<file path="config.mk">
export PLATFORM = sky130hd
export DESIGN_NAME = mult_arbiter
export DESIGN_NICKNAME = d
export VERILOG_FILES = /design/src/rtl/mult_arb_pkg.sv /design/src/rtl/rr_arbiter.sv /design/src/rtl/mult_arbiter.sv
export SDC_FILE = /design/constraint.sdc
export NUM_CORES = 1
export LEC_CHECK = 0
export ABC_CLOCK_PERIOD_IN_PS = 2450
export CORE_MARGIN = 2
export CORE_UTILIZATION = 30
export DETAILED_ROUTE_END_ITERATION = 6
export MAX_ROUTING_LAYER = met4
export PLACE_DENSITY = 0.84
export SLEW_MARGIN = 10
export SYNTH_ARGS = -nofsm -noshare
export SYNTH_HDL_FRONTEND = slang
export SYNTH_SLANG_ARGS = --single-unit
</file>
<file path="constraint.sdc">
create_clock -name clk -period 2.45 [get_ports clk]
set_input_delay 0.49 -clock clk [delete_from_list [all_inputs] [get_ports clk]]
set_output_delay 0.49 -clock clk [all_outputs]
set_load 0.02 [all_outputs]
</file>
<file path="src/rtl/mult_arb_pkg.sv">
// Shared constants, tag type and width helpers for mult_arbiter.
// Optional feature macro used by the top: MULT_ARB_STATS_EN.
package mult_arb_pkg;

   localparam int DW_DEF   = 8;
   localparam int MLAT_DEF = 3;
   localparam int NREQ_MAX = 8;
   localparam int IDW_MAX  = 3;

   function automatic int rw_of(input int dw);
      return 2 * dw + 1;
   endfunction

   function automatic int idw_of(input int n);
      return (n < 2) ? 1 : $clog2(n);
   endfunction

   typedef struct packed {
      logic               valid;
      logic [IDW_MAX-1:0] id;
   } tag_t;

endpackage

</file>
<file path="src/rtl/rr_arbiter.sv">
// Round-robin arbiter: search starts at ptr and wraps.
// Ports: clk, rst, req_valid_i, adv_i (handshake), grant_o (one-hot), id_o.
module rr_arbiter
   import mult_arb_pkg::*;
#(
   parameter  int NREQ = 4,
   localparam int IDW  = idw_of(NREQ)
) (
   input  logic            clk,
   input  logic            rst,
   input  logic [NREQ-1:0] req_valid_i,
   input  logic            adv_i,
   output logic [NREQ-1:0] grant_o,
   output logic [IDW-1:0]  id_o
);

   logic [IDW-1:0]    ptr_q, ptr_d;
   logic [2*NREQ-1:0] dbl;
   logic [IDW:0]      sum;
   logic              found;

   // Doubling the request vector turns the wrapped search into a plain
   // first-set scan starting at bit 0 of the shifted copy.
   always_comb begin
      dbl   = {req_valid_i, req_valid_i} >> ptr_q;
      found = 1'b0;
      sum   = '0;
      for (int k = 0; k < NREQ; k++) begin
         if (!found && dbl[k]) begin
            found = 1'b1;
            sum   = {1'b0, ptr_q} + (IDW+1)'(k);
         end
      end
      if (sum >= (IDW+1)'(NREQ)) sum = sum - (IDW+1)'(NREQ);
      id_o    = sum[IDW-1:0];
      grant_o = found ? (NREQ'(1) << id_o) : '0;
   end

   always_comb begin
      ptr_d = ptr_q;
      if (adv_i) begin
         ptr_d = (id_o == IDW'(NREQ - 1)) ? '0 : id_o + IDW'(1);
      end
   end

   always_ff @(posedge clk) begin
      if (rst) ptr_q <= '0;
      else     ptr_q <= ptr_d;
   end

endmodule

</file>
<file path="src/rtl/mult_arbiter.sv">
// Shares one pipelined multiplier between NREQ requesters, tagging each
// issue with its requester id and steering the result back.
// Ports: clk, rst, req_valid/ready/a/b/c, mult_a/b/c, mult_result,
// rsp_valid/rsp_data, busy; grant_cnt when MULT_ARB_STATS_EN is defined.
module mult_arbiter
   import mult_arb_pkg::*;
#(
   parameter  int NREQ = 4,
   parameter  int DW   = DW_DEF,
   parameter  int MLAT = MLAT_DEF,
   localparam int RW   = rw_of(DW),
   localparam int IDW  = idw_of(NREQ)
) (
   input  logic               clk,
   input  logic               rst,
   input  logic [NREQ-1:0]    req_valid,
   output logic [NREQ-1:0]    req_ready,
   input  logic [NREQ*DW-1:0] req_a,
   input  logic [NREQ*DW-1:0] req_b,
   input  logic [NREQ*DW-1:0] req_c,
   output logic [DW-1:0]      mult_a,
   output logic [DW-1:0]      mult_b,
   output logic [DW-1:0]      mult_c,
   input  logic [RW-1:0]      mult_result,
   output logic [NREQ-1:0]    rsp_valid,
   output logic [RW-1:0]      rsp_data,
   output logic               busy
`ifdef MULT_ARB_STATS_EN
   ,output logic [NREQ*16-1:0] grant_cnt
`endif
);

   logic [NREQ-1:0] grant;
   logic [IDW-1:0]  gid;
   logic            hs;

   logic [DW-1:0]   ma_q, ma_d, mb_q, mb_d, mc_q, mc_d;
   tag_t            tag_q [MLAT];
   tag_t            tag_d;
   tag_t            last;
   logic [NREQ-1:0] rv_q, rv_d;
   logic [RW-1:0]   rd_q, rd_d;

   rr_arbiter #(.NREQ(NREQ)) u_rr (
      .clk         (clk),
      .rst         (rst),
      .req_valid_i (req_valid),
      .adv_i       (hs),
      .grant_o     (grant),
      .id_o        (gid)
   );

   assign req_ready = grant;
   assign hs        = |grant;

   // Grant is one-hot, so OR-ing the masked operands selects the winner;
   // an idle cycle issues zeros.
   always_comb begin
      ma_d = '0;
      mb_d = '0;
      mc_d = '0;
      for (int i = 0; i < NREQ; i++) begin
         if (grant[i]) begin
            ma_d = ma_d | req_a[i*DW +: DW];
            mb_d = mb_d | req_b[i*DW +: DW];
            mc_d = mc_d | req_c[i*DW +: DW];
         end
      end
      tag_d.valid = hs;
      tag_d.id    = IDW_MAX'(gid);
   end

   always_comb begin
      last = tag_q[MLAT-1];
      rv_d = '0;
      rd_d = '0;
      if (last.valid) begin
         rv_d = NREQ'(1) << last.id[IDW-1:0];
         rd_d = mult_result;
      end
   end

   always_ff @(posedge clk) begin
      if (rst) begin
         ma_q <= '0;
         mb_q <= '0;
         mc_q <= '0;
         rv_q <= '0;
         rd_q <= '0;
         for (int i = 0; i < MLAT; i++) tag_q[i] <= '0;
      end else begin
         ma_q     <= ma_d;
         mb_q     <= mb_d;
         mc_q     <= mc_d;
         rv_q     <= rv_d;
         rd_q     <= rd_d;
         tag_q[0] <= tag_d;
         for (int i = 1; i < MLAT; i++) tag_q[i] <= tag_q[i-1];
      end
   end

   always_comb begin
      busy = |rv_q;
      for (int i = 0; i < MLAT; i++) busy = busy | tag_q[i].valid;
   end

   assign mult_a    = ma_q;
   assign mult_b    = mb_q;
   assign mult_c    = mc_q;
   assign rsp_valid = rv_q;
   assign rsp_data  = rd_q;

`ifdef MULT_ARB_STATS_EN
   logic [15:0] cnt_q [NREQ];

   always_ff @(posedge clk) begin
      for (int i = 0; i < NREQ; i++) begin
         if (rst) begin
            cnt_q[i] <= '0;
         end else if (grant[i] && cnt_q[i] != 16'hFFFF) begin
            cnt_q[i] <= cnt_q[i] + 16'd1;
         end
      end
   end

   always_comb begin
      grant_cnt = '0;
      for (int i = 0; i < NREQ; i++) grant_cnt[i*16 +: 16] = cnt_q[i];
   end
`endif

endmodule

</file>
* Yosys cells after proc, flatten, opt, wreduce, memory -nomap -nowiden
Memory sizes are Yosys's and may differ from the RTL's. Index checks and enable logic that the tools add are counted.
Operators by class: add/sub/neg operators 5, magnitude comparators 1, equal/unequal tests 1, shift operators 3, muxes and demuxes 29, bitwise operators 16, reduce and logical (&&, ||, !) cells 9
Operators with widths (count):
- 2-to-1 mux 8 bit | 12
- OR 8 bit | 9
- 2-to-1 mux 4 bit | 4
- 2-to-1 mux 3 bit | 3
- OR reduction 4 bit | 2
- left shift 1 x 2 -> 4 bit, first input constant | 2
- right shift 8 x 2 -> 4 bit | 1
- 2-to-1 mux 1 bit | 7
- adder 2 x 2 -> 3 bit, second input constant | 2
- 2-to-1 mux 2 bit | 3
- OR 1 bit | 6
- adder 2 x 1 -> 3 bit, second input constant | 1
- greater-or-equal comparator 3 bit, second input constant | 1
- logical AND 1 bit | 3
- zero test 1 bit | 3
- adder 2 x 1 -> 2 bit, second input constant | 1
- equality test 2 bit, second input constant | 1
- OR reduction 2 bit | 1
- subtractor 2 x 1 -> 2 bit, second input constant | 1
- inverter 1 bit | 1
Word-level totals: register bits after elaboration 47, RAM bits 12, bits of input ports 119, output and inout port bits 50, word-level logic and storage cells 71, memories 1
Memories:
- tag_q | words 3, width 4, rd ports 3, clocked after Yosys merged registers in 0, write ports 3, line mult_arbiter.sv:38 | tag_t tag_q [MLAT];

* Depth between registers and ports, before layout
word-level depth 22, depth in mapped cells 9, mapped depth without buffers 6

* Hierarchy
A second synthesis with hierarchy kept.
Unflattened totals: cells, all modules 209, area total of the unflattened synthesis 2147.1 sq um
By module, submodules not included:
- mult_arbiter | times used 1, cells each 178, area an instance 1873.0 sq um, seq. area each 1081.0 sq um
- rr_arbiter | times used 1, cells each 31, area an instance 274.0 sq um, seq. area each 40.0 sq um

* Worst setup path before layout
OpenSTA, ideal clock, no wires.
path kind register to output, from register u_rr.ptr_q[1], to output req_ready[0], arrival time 1.968 ns, data required time 1.960 ns, slack -0.008 ns, cell stages (with the launch flop) 9, cells stage by stage dfxtp_1 -> buf_2 -> mux2i_1 -> o22ai_1 -> or3_2 -> ha_1 -> clkbuf_1 -> clkbuf_1 -> and2b_2
Between the ends: word-level cells in the longest chain between the ends 15
RTL lines:
- from (decl) | line rr_arbiter.sv:17 | logic [IDW-1:0] ptr_q, ptr_d;
- from (signal assigned) | line rr_arbiter.sv:48 | else ptr_q <= ptr_d;
- right shift 8 x 2 -> 4 bit | line rr_arbiter.sv:25 | dbl = {req_valid_i, req_valid_i} >> ptr_q;
- 2-to-1 mux 1 bit | line rr_arbiter.sv:29 | if (!found && dbl[k]) begin
- zero test 1 bit | line rr_arbiter.sv:29
- logical AND 1 bit | line rr_arbiter.sv:29
- 2-to-1 mux 1 bit | line rr_arbiter.sv:29
- zero test 1 bit | line rr_arbiter.sv:29
- logical AND 1 bit | line rr_arbiter.sv:29
- 2-to-1 mux 1 bit | line rr_arbiter.sv:29
- zero test 1 bit | line rr_arbiter.sv:29
- logical AND 1 bit | line rr_arbiter.sv:29
- 2-to-1 mux 3 bit | line rr_arbiter.sv:29
- greater-or-equal comparator 3 bit / subtractor 2 x 1 -> 2 bit (equally long branches) | line rr_arbiter.sv:34 | if (sum >= (IDW+1)'(NREQ)) sum = sum - (IDW+1)'(NREQ);
- 2-to-1 mux 2 bit | line rr_arbiter.sv:34
- left shift 1 x 2 -> 4 bit | line rr_arbiter.sv:36 | grant_o = found ? (NREQ'(1) << id_o) : '0;
- 2-to-1 mux 4 bit * | line rr_arbiter.sv:36
- to (decl) | line mult_arbiter.sv:17 | output logic [NREQ-1:0] req_ready,
Every way passes the cells marked *; elsewhere a longest branch is shown, timed or not.

* Worst setup path after layout
from register u_rr.ptr_q[1], to output req_ready[2]
Same word-level chain as after synthesis.

==> metrics.md <==
| Metric | Value |
|---|---|
| Max clock buf depth | `2` |
| Initial Util | `31.3%` |
| Die X-Extent | `88.6 um` |
| Most common cell after layout, fill and taps aside | `clkdlybuf4s50_1` |
| Routed WL | `7010 um` |
| Die Area | `0.00785 mm^2` |
| Placed Instances | `468` |
| Worst Path Buf+Inv | `1` |
| PD cells | `670 mW/mm^2` |
| Hold Path Class | `flop to flop` |
| Critical path, cell by cell | `mux2i_4, o22ai_2, or3_4, ha_4, and2b_2, buf_6` |
| Syn_nets | `332` |
| Post-Syn Instances | `209` |
| Logic pwr share | `36.6%` |
| RSZ-0062 raised after global routing | `yes` |
| Placer's final routability congestion estimate | `0.761` |
| Clock power share | `25.7%` |
| CTS tree | `done` |
| Wire per inst | `14.7 um` |
| Number of global-route vias before repair | `2,201` |
| Clock Latency Late Sink | `0.30 ns` |
| Post-Syn Area | `0.00215 mm^2` |
| Run status | `finished clean` |
| Max-cap viol count | `0` |
| Total Routing Usage GR | `17.9%` |
| Sum Neg Setup Slack | `0 ns` |
| CP max-delay cell | `or3_4` |
| Fin crit period | `2.44 ns` |
| Slew @ Worst Pin | `0.368 ns` |
| Routed vias/inst | `4.75` |
| Final Setup Violations | `0` |
| Max Slew Vio Count | `0` |
| I/O Buffers | `168` |
| Ys flop type | `dfxtp_1` |
| Worst Path Arrival | `1.95 ns` |
| Share of cells above drive strength 1 | `12.0%` |
| Largest net degree at the start of global routing | `25` |
| Number of core rows | `30` |
| Final Skew | `0.00468 ns` |
| Ant diodes | `0` |
| Reg power frac | `37.7%` |
| Via count | `2,269` |
| Final Hold Fails | `0` |
| First-pass DRT Iterations | `4` |
| Residual DRC count | `0` |
| Sequential share of the synthesized area | `52.2%` |
| Area added between synthesis and finish | `93.2%` |
| Crit path max-delay family | `simple AND/OR/NAND/NOR gates` |
| Worst Path Required | `1.96 ns` |
| Syn. warnings | `0` |
| Number of synthesized flops with an enable pin | `0` |
| Max VDD drop | `0.000383 V` |
| Fmax | `0.410 GHz` |
| Post-DP HPWL | `5440 um` |
| Critical path endpoint category | `output pin` |
| Slowest Stage Delay on Critical Path | `0.41 ns` |
| I/O pins | `169` |
| Clk slew on worst S/H paths | `0.10 ns` |
| Post-DRT Antenna Nets | `0` |
| Core ar. | `0.00687 mm^2` |
| Distinct cells, synth | `30` |
| Root Driver | `clkbuf_8` |
| Total gr overflow | `0` |
| Power Internal | `0.00196 W` |
| Net Sw Frac | `29.5%` |
| Die Y | `88.6 um` |
| NetSw | `0.000822 W` |
| Crit Path Class | `flop to output pin` |
| Worst Setup Start Kind | `flop` |
| Slew HR | `75.4%` |
| Final period util | `99.5%` |
| Seq cells post-synth | `56` |
| Crit-path max FO | `3` |
| Initial antenna violation count | `0` |
| Ys async rst share | `0%` |
| Mean post-synth cell area | `10.3 um^2` |
| Layout Nets | `504` |
| Clock Sinks | `56` |
| CTS HTree Levels | `2` |
| Hold-fix buffers, CTS | `0` |
| Final Non-Filler Cells | `478` |
| Most frequent cells in the layout | `clkdlybuf4s50_1 (160), dfxtp_1 (55), a22oi_1 (48)` |
| First-pass GRT wire length | `10,300 um` |
| Lkg Pwr | `1.58 nW` |
| Cts bufs inserted | `5` |
| Drt initial violations | `45` |
## registers in the layout, indices dropped and copies added, names as in the netlist
register    count
mult_a          8
mult_b          8
mult_c          8
rsp_data       17
rsp_valid       4
tag_q           9
u_rr.ptr_q      2
## cells in the mapped netlist (2+ instances only)
cell type  count  area share (%)
nor2b_1        7             2.0
nor3_1         3            0.70
inv_1          3            0.52
nand2b_1       2            0.58
nor2_1         2            0.35
ha_1           4             2.3
dfxtp_1       56              52
nand2_1        3            0.52
a22oi_1       48              17
and2b_2        4             1.6
a21oi_1       26             6.1
and2_1        17             5.0
o21a_1         2            0.70
mux2i_1        2            0.93
clkbuf_1      14             2.4
o22ai_1        2            0.58
## final cells by class
type,count,area [um^2]
multi-input combinational,132,981
clock buffer,5,68.8
clock inverter,3,68.8
tap,96,120
fill,584,2720
timing repair buffer,183,1780
sequential,56,1120
inverter,3,11.3
## per-stage QoR
stage,util (%),setup slack [ns],total power [W],hold WS (ns),cell area [um^2]
final,60.4,0.0125,0.00278,0.440,4150
after global routing,60.4,-0.0488,0.00292,0.452,4150
after CTS,59.6,0.00702,0.00277,0.447,4090
after detailed placement,57.4,-0.804,0.00205,0.424,3940
after global placement,57.4,-0.755,0.00203,0.417,3940
after floorplan,-,0.0262,0.00154,0.414,2150
## logic make-up (layout without fill, tap and decap cells)
family                     count (synthesis)  after routing  share of synthesized area [%]
adders and majority gates                  4              4                           2.33
and+or+nand+nor                           45             45                           13.7
buffers and inverters                     21            194                           5.36
DFF                                       56             56                           52.2
muxes                                      2              2                          0.932
AOI/OAI and AO/OA                         81             81                           25.5
## worst paths after layout
kind | startpoint | to | depth (start not counted) | slack (ns)
worst min register to register | tag_q[0][0] | tag_q[0][4] | 1 | 0.44
worst max register to register | u_rr.ptr_q[1] | mult_b[4] | 7 | 0.44
worst max-delay path | u_rr.ptr_q[1] | req_ready[2] | 6 | 0.01
worst min-delay path | tag_q[0][0] | tag_q[0][4] | 1 | 0.44
## power groups by stage
stage               clock, W  sequential, W  combinational (W)
floorplan                  0        0.00117           0.000379
global placement           0        0.00106           0.000971
detailed placement         0        0.00107           0.000985
CTS                 0.000741        0.00105           0.000984
global route        0.000769        0.00106            0.00109
finish              0.000714        0.00105            0.00102
## routing by layer
layer | track usage [%] | part of all wire [%]
met2 | 32.3 | 52
met4 | 5.92 | 1.6
met3 | 4.85 | 7.7
met5 | - | 0
met1 | 18.6 | 38
## what timing repair did
item | CTS | global route
gates resized for setup | 31 | 17
setup endpoints to repair | 4 | 2
cloned | 0 | 0
setup buffers | 1 | 1
pin swaps | 0 | 4
No activity file was read; power rests on OpenSTA's default activity.
